**config.mk**
```make
export PLATFORM = sky130hd
export DESIGN_NAME = wb_dma_copy_ctrl
export DESIGN_NICKNAME = d
export VERILOG_FILES = /design/src/rtl/wb_dma_copy_ctrl.sv
export SDC_FILE = /design/constraint.sdc
export NUM_CORES = 1
export LEC_CHECK = 0
export ABC_AREA = 0
export BUFFER_PORTS_ARGS = -buffer_cell sky130_fd_sc_hd__buf_2
export CAP_MARGIN = 5
export CORE_MARGIN = 2
export CORE_UTILIZATION = 52
export DETAILED_ROUTE_END_ITERATION = 10
export HOLD_SLACK_MARGIN = 0.15
export PLACE_DENSITY = 0.77
export SYNTH_ARGS = -nofsm -noshare
export SYNTH_HDL_FRONTEND = slang
export SYNTH_SLANG_ARGS = --single-unit
```
**constraint.sdc**
```tcl
create_clock -name clk -period 3.4 [get_ports clk]
set_clock_uncertainty 0.15 [all_clocks]
set_input_delay 0 -clock clk [delete_from_list [all_inputs] [get_ports clk]]
set_output_delay 0 -clock clk [all_outputs]
set_load 0.02 [all_outputs]
```
**src/rtl/wb_dma_copy_ctrl.sv**
```systemverilog
// Wishbone block-copy sequencer driving the arbiter's DMA master port.
// Copies len words in chunks of up to BURST_LEN: read a chunk into a buffer, then write it out.
module wb_dma_copy_ctrl #(
  parameter int BURST_LEN = 8,
  parameter int TIMEOUT   = 255
) (
  input  logic        clk,
  input  logic        rstn,
  input  logic        start,
  input  logic        abort,
  input  logic [31:0] src_adr,
  input  logic [31:0] dst_adr,
  input  logic [15:0] len,
  output logic        busy,
  output logic        done,
  output logic        err,
  output logic [1:0]  err_code,
  output logic [15:0] words_done,
  output logic [31:0] m_adr_o,
  output logic [15:0] m_dat_o,
  input  logic [15:0] m_dat_i,
  output logic [1:0]  m_sel_o,
  output logic        m_we_o,
  output logic        m_cyc_o,
  output logic        m_stb_o,
  output logic [2:0]  m_cti_o,
  input  logic        m_ack_i,
  input  logic        m_err_i,
  input  logic        m_rty_i
);

  // state | meaning
  // IDLE  | waiting for an accepted start
  // RD    | reading the current chunk into data_buf
  // GAP   | one bus-idle cycle between phases
  // WR    | writing data_buf out to the destination
  // DONE  | one-cycle completion pulse
  // ERR   | bus error, timeout or abort recorded; bus released
  typedef enum logic [2:0] {
    S_IDLE, S_RD, S_GAP, S_WR, S_DONE, S_ERR
  } state_t;

  localparam int          IW       = $clog2(BURST_LEN);
  localparam logic [15:0] BURST_W  = 16'(BURST_LEN);
  localparam logic [15:0] TMO_LOAD = 16'(TIMEOUT - 1);

  state_t        state, state_nxt;
  logic [31:0]   cur_src, cur_dst;
  logic [15:0]   remaining;
  logic [15:0]   chunk;
  logic [15:0]   tmo_cnt;
  logic [IW-1:0] idx;
  logic [15:0]   data_buf [BURST_LEN];
  logic          gap_to_wr;
  logic          in_bus, in_xfer, last_beat;
  logic          ev_abort, ev_berr, ev_ack, ev_tmo;

  // Retry needs no action of its own: without an ack nothing advances.
  logic unused_in;
  assign unused_in = ^{src_adr[0], dst_adr[0], m_rty_i};

  assign m_sel_o = 2'b11;

  assign chunk     = (remaining > BURST_W) ? BURST_W : remaining;
  assign last_beat = (16'(idx) == (chunk - 16'd1));

  assign in_bus  = (state == S_RD) || (state == S_WR);
  assign in_xfer = in_bus || (state == S_GAP);

  assign ev_abort = in_xfer && abort;
  assign ev_berr  = in_bus && !abort && m_err_i;
  assign ev_ack   = in_bus && !abort && !m_err_i && m_ack_i;
  assign ev_tmo   = in_bus && !abort && !m_err_i && !m_ack_i && (tmo_cnt == 16'd0);

  always_ff @(posedge clk or negedge rstn) begin
    if (!rstn) state <= S_IDLE;
    else       state <= state_nxt;
  end

  always_comb begin
    state_nxt = state;
    busy      = 1'b0;
    done      = 1'b0;
    m_cyc_o   = 1'b0;
    m_stb_o   = 1'b0;
    m_we_o    = 1'b0;
    m_adr_o   = '0;
    m_dat_o   = '0;
    m_cti_o   = 3'b000;
    case (state)
      S_IDLE: begin
        if (start) state_nxt = (len == 16'd0) ? S_DONE : S_RD;
      end
      S_RD: begin
        busy    = 1'b1;
        m_cyc_o = 1'b1;
        m_stb_o = 1'b1;
        m_adr_o = cur_src;
        m_cti_o = last_beat ? 3'b111 : 3'b010;
        if (ev_abort || ev_berr || ev_tmo) state_nxt = S_ERR;
        else if (ev_ack && last_beat)      state_nxt = S_GAP;
      end
      S_GAP: begin
        busy = 1'b1;
        if (ev_abort) state_nxt = S_ERR;
        else          state_nxt = gap_to_wr ? S_WR : S_RD;
      end
      S_WR: begin
        busy    = 1'b1;
        m_cyc_o = 1'b1;
        m_stb_o = 1'b1;
        m_we_o  = 1'b1;
        m_adr_o = cur_dst;
        m_dat_o = data_buf[idx];
        m_cti_o = last_beat ? 3'b111 : 3'b010;
        if (ev_abort || ev_berr || ev_tmo) state_nxt = S_ERR;
        else if (ev_ack && last_beat)      state_nxt = (remaining == chunk) ? S_DONE : S_GAP;
      end
      S_DONE: begin
        done      = 1'b1;
        state_nxt = S_IDLE;
      end
      S_ERR: begin
        state_nxt = S_IDLE;
      end
      default: begin
        state_nxt = S_IDLE;
      end
    endcase
  end

  always_ff @(posedge clk or negedge rstn) begin
    if (!rstn) begin
      cur_src    <= '0;
      cur_dst    <= '0;
      remaining  <= '0;
      idx        <= '0;
      gap_to_wr  <= 1'b0;
      words_done <= '0;
      err        <= 1'b0;
      err_code   <= 2'b00;
    end else begin
      if ((state == S_IDLE) && start) begin
        cur_src    <= {src_adr[31:1], 1'b0};
        cur_dst    <= {dst_adr[31:1], 1'b0};
        remaining  <= len;
        idx        <= '0;
        gap_to_wr  <= 1'b0;
        words_done <= '0;
        err        <= 1'b0;
        err_code   <= 2'b00;
      end
      if (state == S_GAP) idx <= '0;
      if (ev_ack) begin
        idx <= idx + IW'(1);
        if (state == S_RD) begin
          cur_src <= cur_src + 32'd2;
          if (last_beat) gap_to_wr <= 1'b1;
        end else begin
          cur_dst    <= cur_dst + 32'd2;
          words_done <= words_done + 16'd1;
          if (last_beat) begin
            remaining <= remaining - chunk;
            gap_to_wr <= 1'b0;
          end
        end
      end
      if (ev_abort) begin
        err      <= 1'b1;
        err_code <= 2'b11;
      end else if (ev_berr) begin
        err      <= 1'b1;
        err_code <= 2'b01;
      end else if (ev_tmo) begin
        err      <= 1'b1;
        err_code <= 2'b10;
      end
    end
  end

  // Down-counter reloads whenever the strobe is low or a beat is acked.
  always_ff @(posedge clk or negedge rstn) begin
    if (!rstn)                    tmo_cnt <= TMO_LOAD;
    else if (!in_bus || ev_ack)   tmo_cnt <= TMO_LOAD;
    else if (tmo_cnt != 16'd0)    tmo_cnt <= tmo_cnt - 16'd1;
  end

  always_ff @(posedge clk) begin
    if (ev_ack && (state == S_RD)) data_buf[idx] <= m_dat_i;
  end

endmodule
```
==> metrics.txt <==
DRT met1 WL=14600 µm; Static Leak=6.44 nW; multiplexer area fraction after synthesis=0.0407; Initial DRT Pass Iterations=5; Nets=1577; largest net degree at the start of global routing=61; I/O pin cnt=180; count leader, synth=nor2_1; cts bufs inserted=26; Tmin final=3380 ps; Total Power=11.3 mW; DR WL met3=3410 µm; power density over the cells=700 nW/µm²; synth cell count leaders=nor2_1 (138), edfxtp_1 (128), dfrtp_1 (115); port buffer count=174; die area=24400 µm²; Cells after Synth=1096; drt wl/cell=21.4 µm; initial antenna violation count=1; RR Startpoint=remaining[13]; first-pass GRT wire length=58800 µm; Synth cell types=76; GR Overflow Total=0; number of synthesized flops with an enable pin=128; hold_sp=m_dat_i[7]; relative slew slack=0.350; Vias=11200; sequential area share after synthesis=0.573; die width=156 µm; Routed Antenna Nets=0; Routed WL=37900 µm; Synth Flop Type=edfxtp_1; simple-gate share of the synthesized area=0.164; CTS max path bufs=3; Tcrit/Tclk final=0.993; Vias/cell=6.30; largest family of logic cells by synthesized area=compound AO/OA/AOI/OAI gates; Worst Setup Start Kind=flip-flop; dpl cells=1542; Clk pwr share=0.238; final setup fails=0; later-pin clock latency in the skew report=530 ps; Critical Path Start=remaining[13]; RSZ-0062 raised after global routing=yes; CP endpoint kind=flip-flop; Worst-path clk slew=60 ps; TritonCTS Sinks=250; CP arrival=3650 ps; number of global-route vias before repair=11000; yosys warns=0; GRT Util Overall=0.308; Max-Cap Viols=0; core box area=22700 µm²; Synth Area in Adders=0.00727; H-tree levels=1; sw frac=0.386; internal power=6.94 mW; area fraction in compound gates after synthesis=0.171; Comb pwr share=0.359; CTS tree=yes; Starting Density=0.531; maximum achievable frequency=0.296 GHz; Critical Path Fanout Max=5; DP HPWL=21900 µm; top layer in use=met4; top post-synthesis cells by area=edfxtp_1 (32%), dfrtp_1 (24%), nor2_1 (4.3%); outcome=finished clean; Reg2Reg Setup Slack=20 ps; P_sw=4.37 mW; synthesized area=12100 µm²; # DRC=0; Worst Max-Slew Pin Slew=971 ps; Die H=156 µm; layout cells sized above 1=0.221; WS Path Type=flip-flop to flip-flop; Avg Inst Size Synth=11.0 µm²; Post-Synth XOR/XNOR Area=0.0136; CP required=3670 ps; Synth Register Bits=250; leading area contributor after synthesis=edfxtp_1; Final Util=0.711; RePlAce Congestion=0.927; Hold Path Class=primary input to flip-flop; top cell type's share of synthesized area=0.319; fin cells=1773; Final Slew Violations=0; Hold Violations, Final=0; maximum VDD drop=565 µV; async set or reset register ratio after synthesis=0.488; Iter 0 DRT Violations=1170; metal2 WL=18000 µm; Cell Rows=55; area growth from synthesis to layout=34.0%; Seq pwr share=0.403; CTS Root Buffer Type=clkbuf_16
[worst paths after layout]
path	endpoint	depth (start not counted)
max	remaining[6]	13
min	data_buf[1][7]	2
max reg2reg	remaining[6]	13
min reg2reg	cur_dst[0]	1
max in group asynchronous	cur_src[12]	4
min in group asynchronous	tmo_cnt[2]	3
[registers in the layout (all words and copies together), names as in the netlist]
name        count
state           3
gap_to_wr       1
remaining      16
idx             3
err_code        2
words_done     16
cur_dst        32
err             1
data_buf      128
cur_src        32
tmo_cnt        16
[power groups by stage]
stage               logic, mW  registers [mW]  clock network [mW]
CTS                      3.89            4.46                2.72
global route             4.37            4.60                2.84
floorplan                2.51            4.22                   0
global placement         3.44            4.48                   0
finish                   4.06            4.55                2.69
detailed placement       3.50            4.51                   0
[kinds of logic after synthesis]
family          after synthesis
buf+inv                      84
fa+ha+maj                     7
compound gates              283
xor+xnor                     17
other cells                   1
flops                       250
simple gates                405
mux                          49
[layer usage]
metal,GRT usage,vias to the layer above
li1,-,4942
met1,0.404,5354
met2,0.510,707
met3,0.0498,168
met4,0.138,0
met5,0,-
[critical path: stages, from the launching register on]
cell,delay [ps]
dfrtp_1,380
or4_4,540
and4b_1,300
and3_4,220
nand2_2,70
ha_4,190
xnor2_2,210
o32ai_2,100
and4_4,180
buf_6,120
o211a_4,260
buf_4,160
and3_1,160
a211oi_1,230
[cells in the final DEF, fill, tap and decap left out, drive strengths merged, types with 5 or more instances in the layout]
cell | Yosys | routed
a211oi | 38 | 38
a31oi | 21 | 21
o31ai | 7 | 7
dfrtp | 115 | 115
a311oi | 19 | 19
mux2i | 49 | 49
o311ai | 5 | 5
o21ai | 38 | 38
xor2 | 9 | 9
dlygate4sd3 | 0 | 170
a22oi | 34 | 34
xnor2 | 7 | 7
and2 | 17 | 17
clkbuf | 40 | 34
buf | 26 | 237
ha | 7 | 7
a221o | 7 | 7
inv | 18 | 18
nor3 | 31 | 31
dfstp | 7 | 7
and3 | 20 | 20
a22o | 16 | 16
and4 | 7 | 7
o32ai | 5 | 5
a221oi | 16 | 16
a21oi | 34 | 34
nand4 | 13 | 13
nand2 | 94 | 94
o211ai | 8 | 8
clkinv | 0 | 12
o22ai | 9 | 9
or3 | 9 | 9
nor2 | 138 | 138
nor4 | 10 | 10
edfxtp | 128 | 128
nand2b | 5 | 5
nand3 | 38 | 38
nor3b | 7 | 7
[area by class of cell]
cell class | count | area (µm²)
fill | 1490 | 6560
sequential | 250 | 6910
timing repair buffer | 407 | 3110
antenna | 2 | 5.00
inverter | 18 | 67.6
multi-input combinational | 764 | 4900
clock inverter | 13 | 65.1
tap | 285 | 357
clock buffer | 34 | 742
[stage by stage]
step / setup slack [ps] / area, µm² / setup TNS, ps / hold WS [ps]
floorplan: -31.1 / 12100 / -31.1 / -446
global placement: 30.1 / 13400 / 0 / 33.8
detailed placement: -54.6 / 13400 / -164 / 30.4
CTS: 5.60 / 16100 / 0 / 150
global route: -89.7 / 16100 / -659 / 173
finish: 23.0 / 16200 / 0 / 147
[timing repair]
| item | in CTS | in global routing |
|---|---|---|
| hold endpoints to repair | 361 | 0 |
| setup buffers | 5 | 7 |
| hold buffers | 171 | 0 |
| pin swaps | 8 | 4 |
| gates resized for setup | 18 | 8 |
| endpoints found under the setup margin | 14 | 22 |
Power figures use the tool's default switching activity.
